===== config.mk =====
export PLATFORM = sky130hd
export DESIGN_NAME = memory_access
export DESIGN_NICKNAME = d
export VERILOG_FILES = /design/src/rtl/memory_access_pkg.sv /design/src/rtl/memory_access_load_store_align.sv /design/src/rtl/memory_access.sv
export SDC_FILE = /design/constraint.sdc
export NUM_CORES = 1
export LEC_CHECK = 0
export BUFFER_PORTS_ARGS = -buffer_cell sky130_fd_sc_hd__buf_2
export CORE_MARGIN = 2
export CORE_UTILIZATION = 47
export CTS_CLUSTER_DIAMETER = 100
export CTS_CLUSTER_SIZE = 14
export DETAILED_ROUTE_END_ITERATION = 8
export HOLD_SLACK_MARGIN = 0.02
export PLACE_DENSITY = 0.72
export REMOVE_ABC_BUFFERS = 1
export SKIP_CTS_REPAIR_TIMING = 1
export SLEW_MARGIN = 0
export SYNTH_ARGS = -nofsm -noshare
export SYNTH_HDL_FRONTEND = slang
export SYNTH_SLANG_ARGS = --single-unit

===== constraint.sdc =====
create_clock -name clk -period 3.05 [get_ports clk]
set_input_delay 0.1525 -clock clk [delete_from_list [all_inputs] [get_ports clk]]
set_output_delay 0.1525 -clock clk [all_outputs]
set_load 0.03 [all_outputs]

===== src/rtl/memory_access_pkg.sv =====
// ============================================================================
// memory_access_pkg : shared encodings and types for the MEM pipeline stage
// Revision: 1.0
// ============================================================================
`default_nettype none

package memory_access_pkg;

   localparam logic [1:0] LS_SIZE_BYTE = 2'd0;
   localparam logic [1:0] LS_SIZE_HALF = 2'd1;
   localparam logic [1:0] LS_SIZE_WORD = 2'd2;

   localparam logic [3:0] ECAUSE_LOAD_MISALIGNED  = 4'd4;
   localparam logic [3:0] ECAUSE_STORE_MISALIGNED = 4'd6;

   typedef enum logic [1:0] {
      MEM_STATE_IDLE     = 2'd0,
      MEM_STATE_REQUEST  = 2'd1,
      MEM_STATE_RESPONSE = 2'd2,
      MEM_STATE_DONE     = 2'd3
   } mem_state_e;

   typedef struct packed {
      logic [31:0] pc;
      logic [31:0] next_pc;
      logic [31:0] alu_data;
      logic [31:0] csr_data;
      logic        branch_taken;
      logic [1:0]  write_select;
      logic [4:0]  rd_address;
      logic [11:0] csr_address;
      logic        csr_write;
      logic        mret;
      logic        wfi;
      logic [3:0]  ecause;
      logic        exception;
   } stage_fields_t;

endpackage

`default_nettype wire


===== src/rtl/memory_access_load_store_align.sv =====
// ============================================================================
// memory_access_load_store_align : byte-lane steering, load extension and
// misalignment detection for the MEM stage.  Purely combinational.
// Revision: 1.0
// ============================================================================
`default_nettype none

module memory_access_load_store_align
   import memory_access_pkg::*;
#(
   parameter bit MISALIGNED_TRAP = 1'b1
) (
   input  logic [1:0]  size_i,
   input  logic        signed_i,
   input  logic [1:0]  offset_i,
   input  logic [31:0] rs2_i,
   input  logic [31:0] rdata_i,
   output logic [31:0] wdata_o,
   output logic [3:0]  strobe_o,
   output logic [31:0] ldata_o,
   output logic        misaligned_o
);

   logic        w_raw;
   logic [1:0]  w_off;
   logic [31:0] w_shift;

   always_comb begin
      w_raw        = ((size_i == LS_SIZE_HALF) && offset_i[0]) ||
                     ((size_i == LS_SIZE_WORD) && (offset_i != 2'b00));
      misaligned_o = MISALIGNED_TRAP && w_raw;
      // With trapping disabled a misaligned access is issued as if aligned.
      w_off        = (w_raw && !MISALIGNED_TRAP) ? 2'b00 : offset_i;
      w_shift      = rdata_i;
      wdata_o      = rs2_i;
      strobe_o     = 4'b1111;
      ldata_o      = rdata_i;
      case (size_i)
         LS_SIZE_BYTE: begin
            wdata_o  = {4{rs2_i[7:0]}};
            strobe_o = 4'b0001 << w_off;
            w_shift  = rdata_i >> {w_off, 3'b000};
            ldata_o  = {{24{signed_i & w_shift[7]}}, w_shift[7:0]};
         end
         LS_SIZE_HALF: begin
            wdata_o  = {2{rs2_i[15:0]}};
            strobe_o = 4'b0011 << {w_off[1], 1'b0};
            w_shift  = rdata_i >> {w_off[1], 4'b0000};
            ldata_o  = {{16{signed_i & w_shift[15]}}, w_shift[15:0]};
         end
         default: ;
      endcase
   end

endmodule

`default_nettype wire


===== src/rtl/memory_access.sv =====
// ============================================================================
// memory_access : MEM pipeline stage - data-memory request/response handling,
// result alignment and forwarding of execute results to writeback.
// Revision: 1.0
// ============================================================================
`default_nettype none

module memory_access
   import memory_access_pkg::*;
#(
   parameter bit MISALIGNED_TRAP = 1'b1
) (
   input  logic        clk,
   input  logic        reset_n,
   input  logic [31:0] pc_in,
   input  logic [31:0] next_pc_in,
   input  logic [31:0] alu_data_in,
   input  logic [31:0] rs2_data_in,
   input  logic [31:0] csr_data_in,
   input  logic        branch_taken_in,
   input  logic        load_in,
   input  logic        store_in,
   input  logic [1:0]  load_store_size_in,
   input  logic        load_signed_in,
   input  logic [1:0]  write_select_in,
   input  logic [4:0]  rd_address_in,
   input  logic [11:0] csr_address_in,
   input  logic        csr_write_in,
   input  logic        mret_in,
   input  logic        wfi_in,
   input  logic        valid_in,
   input  logic [3:0]  ecause_in,
   input  logic        exception_in,
   input  logic        stall,
   input  logic        invalidate,
   output logic        mem_busy,
   output logic        mem_req_valid,
   input  logic        mem_req_ready,
   output logic        mem_req_write,
   output logic [31:0] mem_req_address,
   output logic [31:0] mem_req_wdata,
   output logic [3:0]  mem_req_strobe,
   input  logic        mem_resp_valid,
   input  logic [31:0] mem_resp_rdata,
   output logic [31:0] pc_out,
   output logic [31:0] next_pc_out,
   output logic [31:0] alu_data_out,
   output logic [31:0] csr_data_out,
   output logic        branch_taken_out,
   output logic [1:0]  write_select_out,
   output logic [4:0]  rd_address_out,
   output logic [11:0] csr_address_out,
   output logic        csr_write_out,
   output logic        mret_out,
   output logic        wfi_out,
   output logic        valid_out,
   output logic [3:0]  ecause_out,
   output logic        exception_out,
   output logic [31:0] load_data_out
);

   mem_state_e    state_q, state_d;
   stage_fields_t fields_q, out_q, w_in_fields;
   logic          load_q, signed_q, kill_q, valid_out_q;
   logic [1:0]    size_q;
   logic          req_valid_q, req_write_q;
   logic [31:0]   req_address_q, req_wdata_q, rdata_q, load_data_q;
   logic [3:0]    req_strobe_q;

   logic          w_latched, w_is_mem, w_misaligned, w_trap, w_access;
   logic          w_start, w_capture, w_finish, w_signed;
   logic [1:0]    w_size, w_offset;
   logic [31:0]   w_rdata, w_wdata, w_ldata;
   logic [3:0]    w_strobe;

   // Alignment logic sees the live instruction in IDLE and the latched one afterwards.
   assign w_latched = (state_q != MEM_STATE_IDLE);
   assign w_size    = w_latched ? size_q : load_store_size_in;
   assign w_signed  = w_latched ? signed_q : load_signed_in;
   assign w_offset  = w_latched ? fields_q.alu_data[1:0] : alu_data_in[1:0];
   assign w_rdata   = (state_q == MEM_STATE_DONE) ? rdata_q : mem_resp_rdata;

   memory_access_load_store_align #(
      .MISALIGNED_TRAP(MISALIGNED_TRAP)
   ) u_align (
      .size_i      (w_size),
      .signed_i    (w_signed),
      .offset_i    (w_offset),
      .rs2_i       (rs2_data_in),
      .rdata_i     (w_rdata),
      .wdata_o     (w_wdata),
      .strobe_o    (w_strobe),
      .ldata_o     (w_ldata),
      .misaligned_o(w_misaligned)
   );

   assign w_is_mem = load_in || store_in;
   assign w_trap   = valid_in && w_is_mem && w_misaligned;
   assign w_access = valid_in && w_is_mem && !exception_in && !w_misaligned && !invalidate;
   assign mem_busy = w_latched || w_access;

   always_comb begin
      w_in_fields = '{pc: pc_in, next_pc: next_pc_in, alu_data: alu_data_in,
                      csr_data: csr_data_in, branch_taken: branch_taken_in,
                      write_select: write_select_in, rd_address: rd_address_in,
                      csr_address: csr_address_in, csr_write: csr_write_in,
                      mret: mret_in, wfi: wfi_in, ecause: ecause_in,
                      exception: exception_in};
      if (w_trap && !exception_in) begin
         w_in_fields.exception = 1'b1;
         w_in_fields.ecause    = store_in ? ECAUSE_STORE_MISALIGNED : ECAUSE_LOAD_MISALIGNED;
      end
   end

   always_comb begin
      state_d   = state_q;
      w_start   = 1'b0;
      w_capture = 1'b0;
      w_finish  = 1'b0;
      case (state_q)
         MEM_STATE_IDLE: begin
            if (w_access && !stall) begin
               w_start = 1'b1;
               state_d = MEM_STATE_REQUEST;
            end
         end
         MEM_STATE_REQUEST: begin
            if (mem_req_ready) state_d = MEM_STATE_RESPONSE;
         end
         MEM_STATE_RESPONSE: begin
            if (mem_resp_valid) begin
               if (!stall) begin
                  w_finish = 1'b1;
                  state_d  = MEM_STATE_IDLE;
               end else begin
                  w_capture = 1'b1;
                  state_d   = MEM_STATE_DONE;
               end
            end
         end
         default: begin
            if (!stall) begin
               w_finish = 1'b1;
               state_d  = MEM_STATE_IDLE;
            end
         end
      endcase
   end

   always_ff @(posedge clk or negedge reset_n) begin
      if (!reset_n) state_q <= MEM_STATE_IDLE;
      else          state_q <= state_d;
   end

   always_ff @(posedge clk or negedge reset_n) begin
      if (!reset_n) begin
         fields_q      <= '0;
         out_q         <= '0;
         load_q        <= 1'b0;
         signed_q      <= 1'b0;
         size_q        <= 2'b00;
         kill_q        <= 1'b0;
         valid_out_q   <= 1'b0;
         req_valid_q   <= 1'b0;
         req_write_q   <= 1'b0;
         req_address_q <= '0;
         req_wdata_q   <= '0;
         req_strobe_q  <= '0;
         rdata_q       <= '0;
         load_data_q   <= '0;
      end else begin
         if (w_start) begin
            fields_q      <= w_in_fields;
            load_q        <= load_in;
            signed_q      <= load_signed_in;
            size_q        <= load_store_size_in;
            req_valid_q   <= 1'b1;
            req_write_q   <= store_in;
            req_address_q <= {alu_data_in[31:2], 2'b00};
            req_wdata_q   <= store_in ? w_wdata : 32'h0;
            req_strobe_q  <= store_in ? w_strobe : 4'b1111;
         end else if ((state_q == MEM_STATE_REQUEST) && mem_req_ready) begin
            req_valid_q <= 1'b0;
         end

         if (w_capture) rdata_q <= mem_resp_rdata;

         // A killed transaction still runs on the bus; only its result is dropped.
         if (state_d == MEM_STATE_IDLE)   kill_q <= 1'b0;
         else if (w_latched && invalidate) kill_q <= 1'b1;

         if (!stall) begin
            if (w_finish) begin
               out_q       <= fields_q;
               valid_out_q <= !(kill_q || invalidate);
               load_data_q <= load_q ? w_ldata : 32'h0;
            end else if (mem_busy) begin
               valid_out_q <= 1'b0;
            end else begin
               out_q       <= w_in_fields;
               valid_out_q <= valid_in && !invalidate;
               load_data_q <= 32'h0;
            end
         end
      end
   end

   assign mem_req_valid    = req_valid_q;
   assign mem_req_write    = req_write_q;
   assign mem_req_address  = req_address_q;
   assign mem_req_wdata    = req_wdata_q;
   assign mem_req_strobe   = req_strobe_q;
   assign pc_out           = out_q.pc;
   assign next_pc_out      = out_q.next_pc;
   assign alu_data_out     = out_q.alu_data;
   assign csr_data_out     = out_q.csr_data;
   assign branch_taken_out = out_q.branch_taken;
   assign write_select_out = out_q.write_select;
   assign rd_address_out   = out_q.rd_address;
   assign csr_address_out  = out_q.csr_address;
   assign csr_write_out    = out_q.csr_write;
   assign mret_out         = out_q.mret;
   assign wfi_out          = out_q.wfi;
   assign ecause_out       = out_q.ecause;
   assign exception_out    = out_q.exception;
   assign valid_out        = valid_out_q;
   assign load_data_out    = load_data_q;

endmodule

`default_nettype wire


; Yosys cells after proc, flatten, opt, wreduce, memory -nomap -nowiden
; Cells that the tools add are included.
[totals]
ff_bits = 452
input_bits = 232
output_inout_bits = 260
elab_cells = 118
[op_classes]
n_eq_ne = 6
n_shift = 4
muxes = 36
n_bitwise = 3
reduce_logical = 30
[ops]
columns = operator, n
row1 = $mux 156, 2
row2 = $mux 32, 5
row3 = $pmux 32 s2, 2
row4 = $shr 32x5->16, 1
row5 = $shr 32x5->8, 1
row6 = $mux 2, 8
row7 = $mux 1, 14
row8 = $logic_and 1x1->1, 12
row9 = $pmux 4 s2, 1
row10 = $reduce_bool 2->1, 4
row11 = $eq 2x2->1 const B, 3
row12 = $logic_not 2->1, 3
row13 = $pmux 2 s3, 1
row14 = $logic_not 1->1, 5
row15 = $mux 5, 1
row16 = $eq 2x1->1 const B, 2
row17 = $logic_or 1x1->1, 4
row18 = $mux 4, 1
row19 = $shl 1x2->4 const A, 1
row20 = $shl 2x2->4 const A, 1
row21 = $and 1x1->1, 2
row22 = $ne 2x1->1 const B, 1
row23 = $pmux 1 s2, 1
row24 = $reduce_and 2->1, 1
row25 = other kinds (2), 2

; Longest topological paths before layout
[depth]
word_depth = 13
depth_mapped = 10
depth_no_buf = 6

; Cells and area by module
; A second synthesis with hierarchy kept.
[unflattened]
cells_unflattened = 1796
hier_area_um2 = 18940.7
[by_module_without_submodules]
columns = module, instances, cells_per_inst, area_each_um2
row1 = memory_access, 1, 1606, 17712.0
row2 = memory_access_load_store_align, 1, 190, 1228.7

; Worst setup path before layout
; No wires, ideal clock.
[synth_timing]
kind = register -> register
startpoint = register state_q[0]
endpoint = register out_q (netlist bit alu_data_out[0])
setup_time_ns = 0.130
arrival_ns = 2.295
t_required_ns = 2.920
path_slack_ns = 0.625
stages_incl_launch_ff = 9
n_path_buf = 3
path_cell_list = dfrtp_1 buf_6 nor2_4 mux2i_1 a2bb2oi_2 a311oi_2 clkbuf_1 buf_2 a31oi_1
[synth_via]
elab_chain_cells = 11
word_cells_on_any_way = 21
classes_between = 5 x eq/ne / 4 x mux / 12 x reduce/logical
[synth_rtl]
columns = element, line
row1 = start: declaration, memory_access.sv:62  ; mem_state_e state_q, state_d;
row2 = start signal: assignment, memory_access.sv:152  ; else state_q <= state_d;
row3 = $reduce_bool 2->1, memory_access.sv:77  ; assign w_latched = (state_q != MEM_STATE_IDLE);
row4 = $mux 2 (on tied branches), "memory_access.sv:78, memory_access.sv:80"
row5 = "$eq 2x1->1, or another cell as far along", -
row6 = $logic_and 1x1->1 (on tied branches), "memory_access_load_store_align.sv:29, memory_access_load_store_align.sv:30"
row7 = $logic_or 1x1->1, memory_access_load_store_align.sv:29  ; w_raw = ((size_i == LS_SIZE_HALF) && offset_i[0]) ||
row8 = $logic_not 1->1, memory_access.sv:99  ; assign w_access = valid_in && w_is_mem && !exception_in && !w_misaligned && !invalidate;
row9 = $logic_and 1x1->1 (2 in series), memory_access.sv:99
row10 = $logic_or 1x1->1, memory_access.sv:100  ; assign mem_busy = w_latched || w_access;
row11 = $ne 2x1->1 (no source line), -
row12 = $reduce_and 2->1 (no source line), -
row13 = end signal: assignment, memory_access.sv:194  ; out_q <= fields_q;
row14 = end signal: assignment, memory_access.sv:200  ; out_q <= w_in_fields;
row15 = end: declaration, memory_access.sv:63  ; stage_fields_t fields_q, out_q, w_in_fields;
; Several ways; a longest one is shown, not always the timed one.
; A chain may end at the register's enable or synchronous reset.

; Worst setup path in the final report
[layout_timing]
startpoint = register state_q[0]
endpoint = register fields_q[86] in the netlist's numbering
[layout_via]
elab_chain_cells = 11
word_cells_on_any_way = 16
classes_between = 2 x eq/ne / 4 x mux / 10 x reduce/logical
[layout_rtl]
columns = element, line
row1 = $reduce_bool 2->1, memory_access.sv:77
row2 = $mux 2 (on tied branches), "memory_access.sv:78, memory_access.sv:80"
row3 = "$eq 2x1->1, or another cell as far along", -
row4 = $logic_and 1x1->1 (on tied branches), "memory_access_load_store_align.sv:29, memory_access_load_store_align.sv:30"
row5 = $logic_or 1x1->1, memory_access_load_store_align.sv:29
row6 = $logic_not 1->1, memory_access.sv:99
row7 = $logic_and 1x1->1 (2 in series), memory_access.sv:99
row8 = $logic_and 1x1->1, memory_access.sv:122  ; if (w_access && !stall) begin
row9 = $mux 1, memory_access.sv:122
row10 = $mux 1 (*), memory_access.sv:120  ; case (state_q)
row11 = end signal: assignment, memory_access.sv:173  ; fields_q <= w_in_fields;
row12 = end: declaration, memory_access.sv:63
; Mark *: on every way between the ends. The rest lies on a longest branch, timed or not.

==> flow_summary_export.csv <==
group,metric,value,unit
status,status,"finished, violations left",
status,violations,"negative hold slack",
worst_setup_path,worstPathRequired,3530,ps
worst_setup_path,critPathLaunchType,"flop",
worst_setup_path,reg2reg_depth,8,
route,first_pass_iters,6,
cts,numClockSinks,422,
floorplanning,dieArea,41400,um^2
place,globalplace.congestion,0.871,
timing,finalHoldViolCount,1,
power_and_ir_drop,p_clk_share,17.5,%
power_and_ir_drop,power_frac_seq,40.3,%
global_route,grt_start_max_net_pins,158,
route,post_drt_wl_per_cell,18.3,um
synth,syn_area,18700,um^2
global_route,antenna_found_initial,1,
worst_setup_path,path_common_cell,"nand2_1",
cts,cts_buffer_depth,3,
route,drt_iter0_markers,1520,
timing,skew,20.5,ps
synth,synth_seq_cells,422,
hold_path,hp-class,"in -> reg",
cts,htree_levels,2,
floorplanning,start_util,47.3,%
power_and_ir_drop,ir_drop,0.568,mV
synth,ys.flop_type,"dfrtp_1",
cells_and_area,fill_cells,3136,
global_route,grt_usage,26.3,%
cts,clkTransAtPathRegs,70,ps
cells_and_area,syn_to_final_growth,32.6,%
worst_setup_path,startpoint,"state_q[0]",
cells_and_area,stdcell_count,3255,
synth,synth_cells,2104,
global_route,grt_overflow_total,0,
power_and_ir_drop,p_sw,0.0104,W
route,drtAntennaViolNets,0,
cts,cts_buffers,36,
power_and_ir_drop,switching_share,43.6,%
timing,setup_tns,0,ps
cts,root_buffer,"clkbuf_16",
floorplanning,coreArea,39500,um^2
global_route,grt_pass1_vias,15800,
synth,yosys_warnings,0,
flow_run,drv_cap,0,
timing,timing.final.crit_period,2890,ps
floorplanning,die_width,203,um
cts,clock_latency,550,ps
route,drt-vias-per-instance,5.45,
timing,slew_headroom,34.4,%
worst_setup_path,crit_type,"reg -> reg",
cells_and_area,drive_above_1_share,23.3,%
worst_setup_path,r2r-end,"fields_q[86]",
global_route,grt_pass1_wl,86600,um
power_and_ir_drop,p_leak,12.8,nW
worst_setup_path,path_max_fanout,63,
power_and_ir_drop,internal_power,0.0135,W
power_and_ir_drop,cellPowerDensity,967,nW/um^2
worst_setup_path,crit_family,"simple AND/OR/NAND/NOR gates",
worst_setup_path,critPathMaxStageDelay,590,ps
worst_setup_path,crit_buf_inv,2,
route,via_count,17700,
timing,grt_setup_unrepaired,"no",
place,placed_cells,2983,
floorplanning,rows,73,
timing,slew_viol_final,0,
power_and_ir_drop,power_frac_comb,42.2,%
timing,finalSetupViolations,0,
cells_and_area,fin_nets,2958,
synth,synth_seq_area_share,56.5,%
cells_and_area,layout_common_cells,"nand2_1 (879), buf_2 (488), dfrtp_1 (422)",
cells_and_area,seqCellArea,10600,um^2
worst_setup_path,crit_path_end_kind,"flop",
cells_and_area,multi_input_comb_area,7280,um^2
cells_and_area,layout_commonest_cell,"nand2_1",
timing,period_share,94.6,%
worst_setup_path,cp_num_cells,8,
worst_setup_path,cp_cell_sequence,"or4_1 > o31ai_1 > a2bb2oi_2 > buf_4 > and3_4 > buf_12 > nand2_1 > nand2_1",
worst_setup_path,crit_slowest_cell,"or4_1",
synth,syn_area_per_cell,8.88,um^2
cells_and_area,utilization,62.8,%
worst_setup_path,r2r_slack,160,ps
worst_setup_path,endpoint,"fields_q[86]",
route,wl,59500,um
place,dp_hpwl,37100,um
timing,fmax,346,MHz
cts,cts_tree,"yes",
worst_setup_path,arrival,3360,ps
timing,tightest_slew,984,ps
floorplanning,ioPinCount,492,
worst_setup_path,r2r-start,"state_q[0]",
synth,async_reset_ff_share,100,%
timing,holdWs,-7.59,ps
floorplanning,die_h,203,um
route,drc,0,
synth,synth_edf_count,0,
place,port_buffers,489,
synth,ys_types,52,
power groups by stage:
stage	logic, W	clock network, W	registers (W)
final	0.0101	0.00420	0.00965
after global routing	0.0109	0.00450	0.00993
after CTS	0.00979	0.00429	0.00958
after detailed placement	0.00977	0	0.00967
after global placement	0.00956	0	0.00953
after floorplan	0.00355	0	0.0121
sequential cells by signal (all words and copies together) (netlist names), 2 cells and up:
signal / count
fields_q: 156
alu_data_out: 32
csr_data_out: 32
load_data_out: 32
mem_req_wdata: 32
next_pc_out: 32
pc_out: 32
rdata_q: 32
csr_address_out: 12
rd_address_out: 5
ecause_out: 4
mem_req_strobe: 4
size_q: 2
state_q: 2
write_select_out: 2
synth_stat cells (5+ instances only):
library cell,count,area share [%]
nor3_1,6,0.16
mux2i_1,38,2.0
clkbuf_1,81,1.6
a21oi_1,6,0.16
inv_1,5,0.10
o21ai_0,43,1.2
mux2_2,43,2.6
o31ai_1,10,0.40
nand3_1,35,0.94
buf_1,5,0.10
nand2_1,880,18
a22oi_1,7,0.28
dfrtp_1,422,57
buf_2,54,1.4
o22ai_1,15,0.50
nor2_1,180,3.6
a211o_1,22,1.0
nand4_1,6,0.20
a221o_1,9,0.48
buf_4,33,1.3
a31oi_1,156,5.2
final cells by class:
| class | instances | share of cell area, % |
|---|---|---|
| Clock buffer | 37 | 3.74 |
| Multi-Input combinational cell | 1502 | 29.4 |
| Inverter | 5 | 0.0758 |
| Tap cell | 525 | 2.65 |
| Sequential cell | 422 | 42.6 |
| Antenna cell | 2 | 0.0202 |
| Timing Repair Buffer | 759 | 21.4 |
| Clock inverter | 3 | 0.136 |
worst reg2reg max path: stages (launching register included):
cell       delay [ps]
dfrtp_1           580
or4_1             590
o31ai_1           120
a2bb2oi_2         350
buf_4             200
and3_4            370
buf_12            310
nand2_1           210
nand2_1            80
logic make-up (layout without fill, tap and decap cells):
family,after synthesis,in the layout,share of synthesized area [%]
AND/OR/NAND/NOR,1131,1131,23.6
AO/OA/AOI/OAI,287,287,10.3
other,1,4,0.0201
buffers and inverters,181,804,4.78
flip-flops,422,422,56.5
multiplexers,82,82,4.71
worst min path at each step:
stage / to / slack, ps / start / cells after the start
global route: mem_req_wdata[26] / 30 / rs2_data_in[26] / 3
detailed placement: mem_req_wdata[26] / 220 / reset_n / 1
global placement: mem_req_wdata[12] / 220 / reset_n / 1
CTS: mem_req_write / -380 / reset_n / 1
floorplan: alu_data_out[0] / -140 / reset_n / 0
finish: mem_req_wdata[26] / -8 / rs2_data_in[26] / 3
metal layers:
layer / up-vias / track usage, % / wire length (um)
met5: - / 0 / 0
met4: 0 / 10.5 / 2010
met3: 138 / 6.73 / 4990
met2: 859 / 41.7 / 28800
met1: 8593 / 34.8 / 23700
li1: 8139 / - / -
per-stage QoR:
stage / hold slack [ps] / power (W) / cell area (um^2) / setup WS, ps
2_1_floorplan: -143 / 0.0157 / 17800 / -10890
3_3_place_gp: 219 / 0.0191 / 21500 / 270
3_5_place_dp: 219 / 0.0194 / 21500 / 182
4_1_cts: -383 / 0.0237 / 22500 / 71.8
5_1_grt: 25.4 / 0.0253 / 24800 / 1.61
6_report: -7.59 / 0.0240 / 24800 / 164
Power figures use the tool's default switching activity.
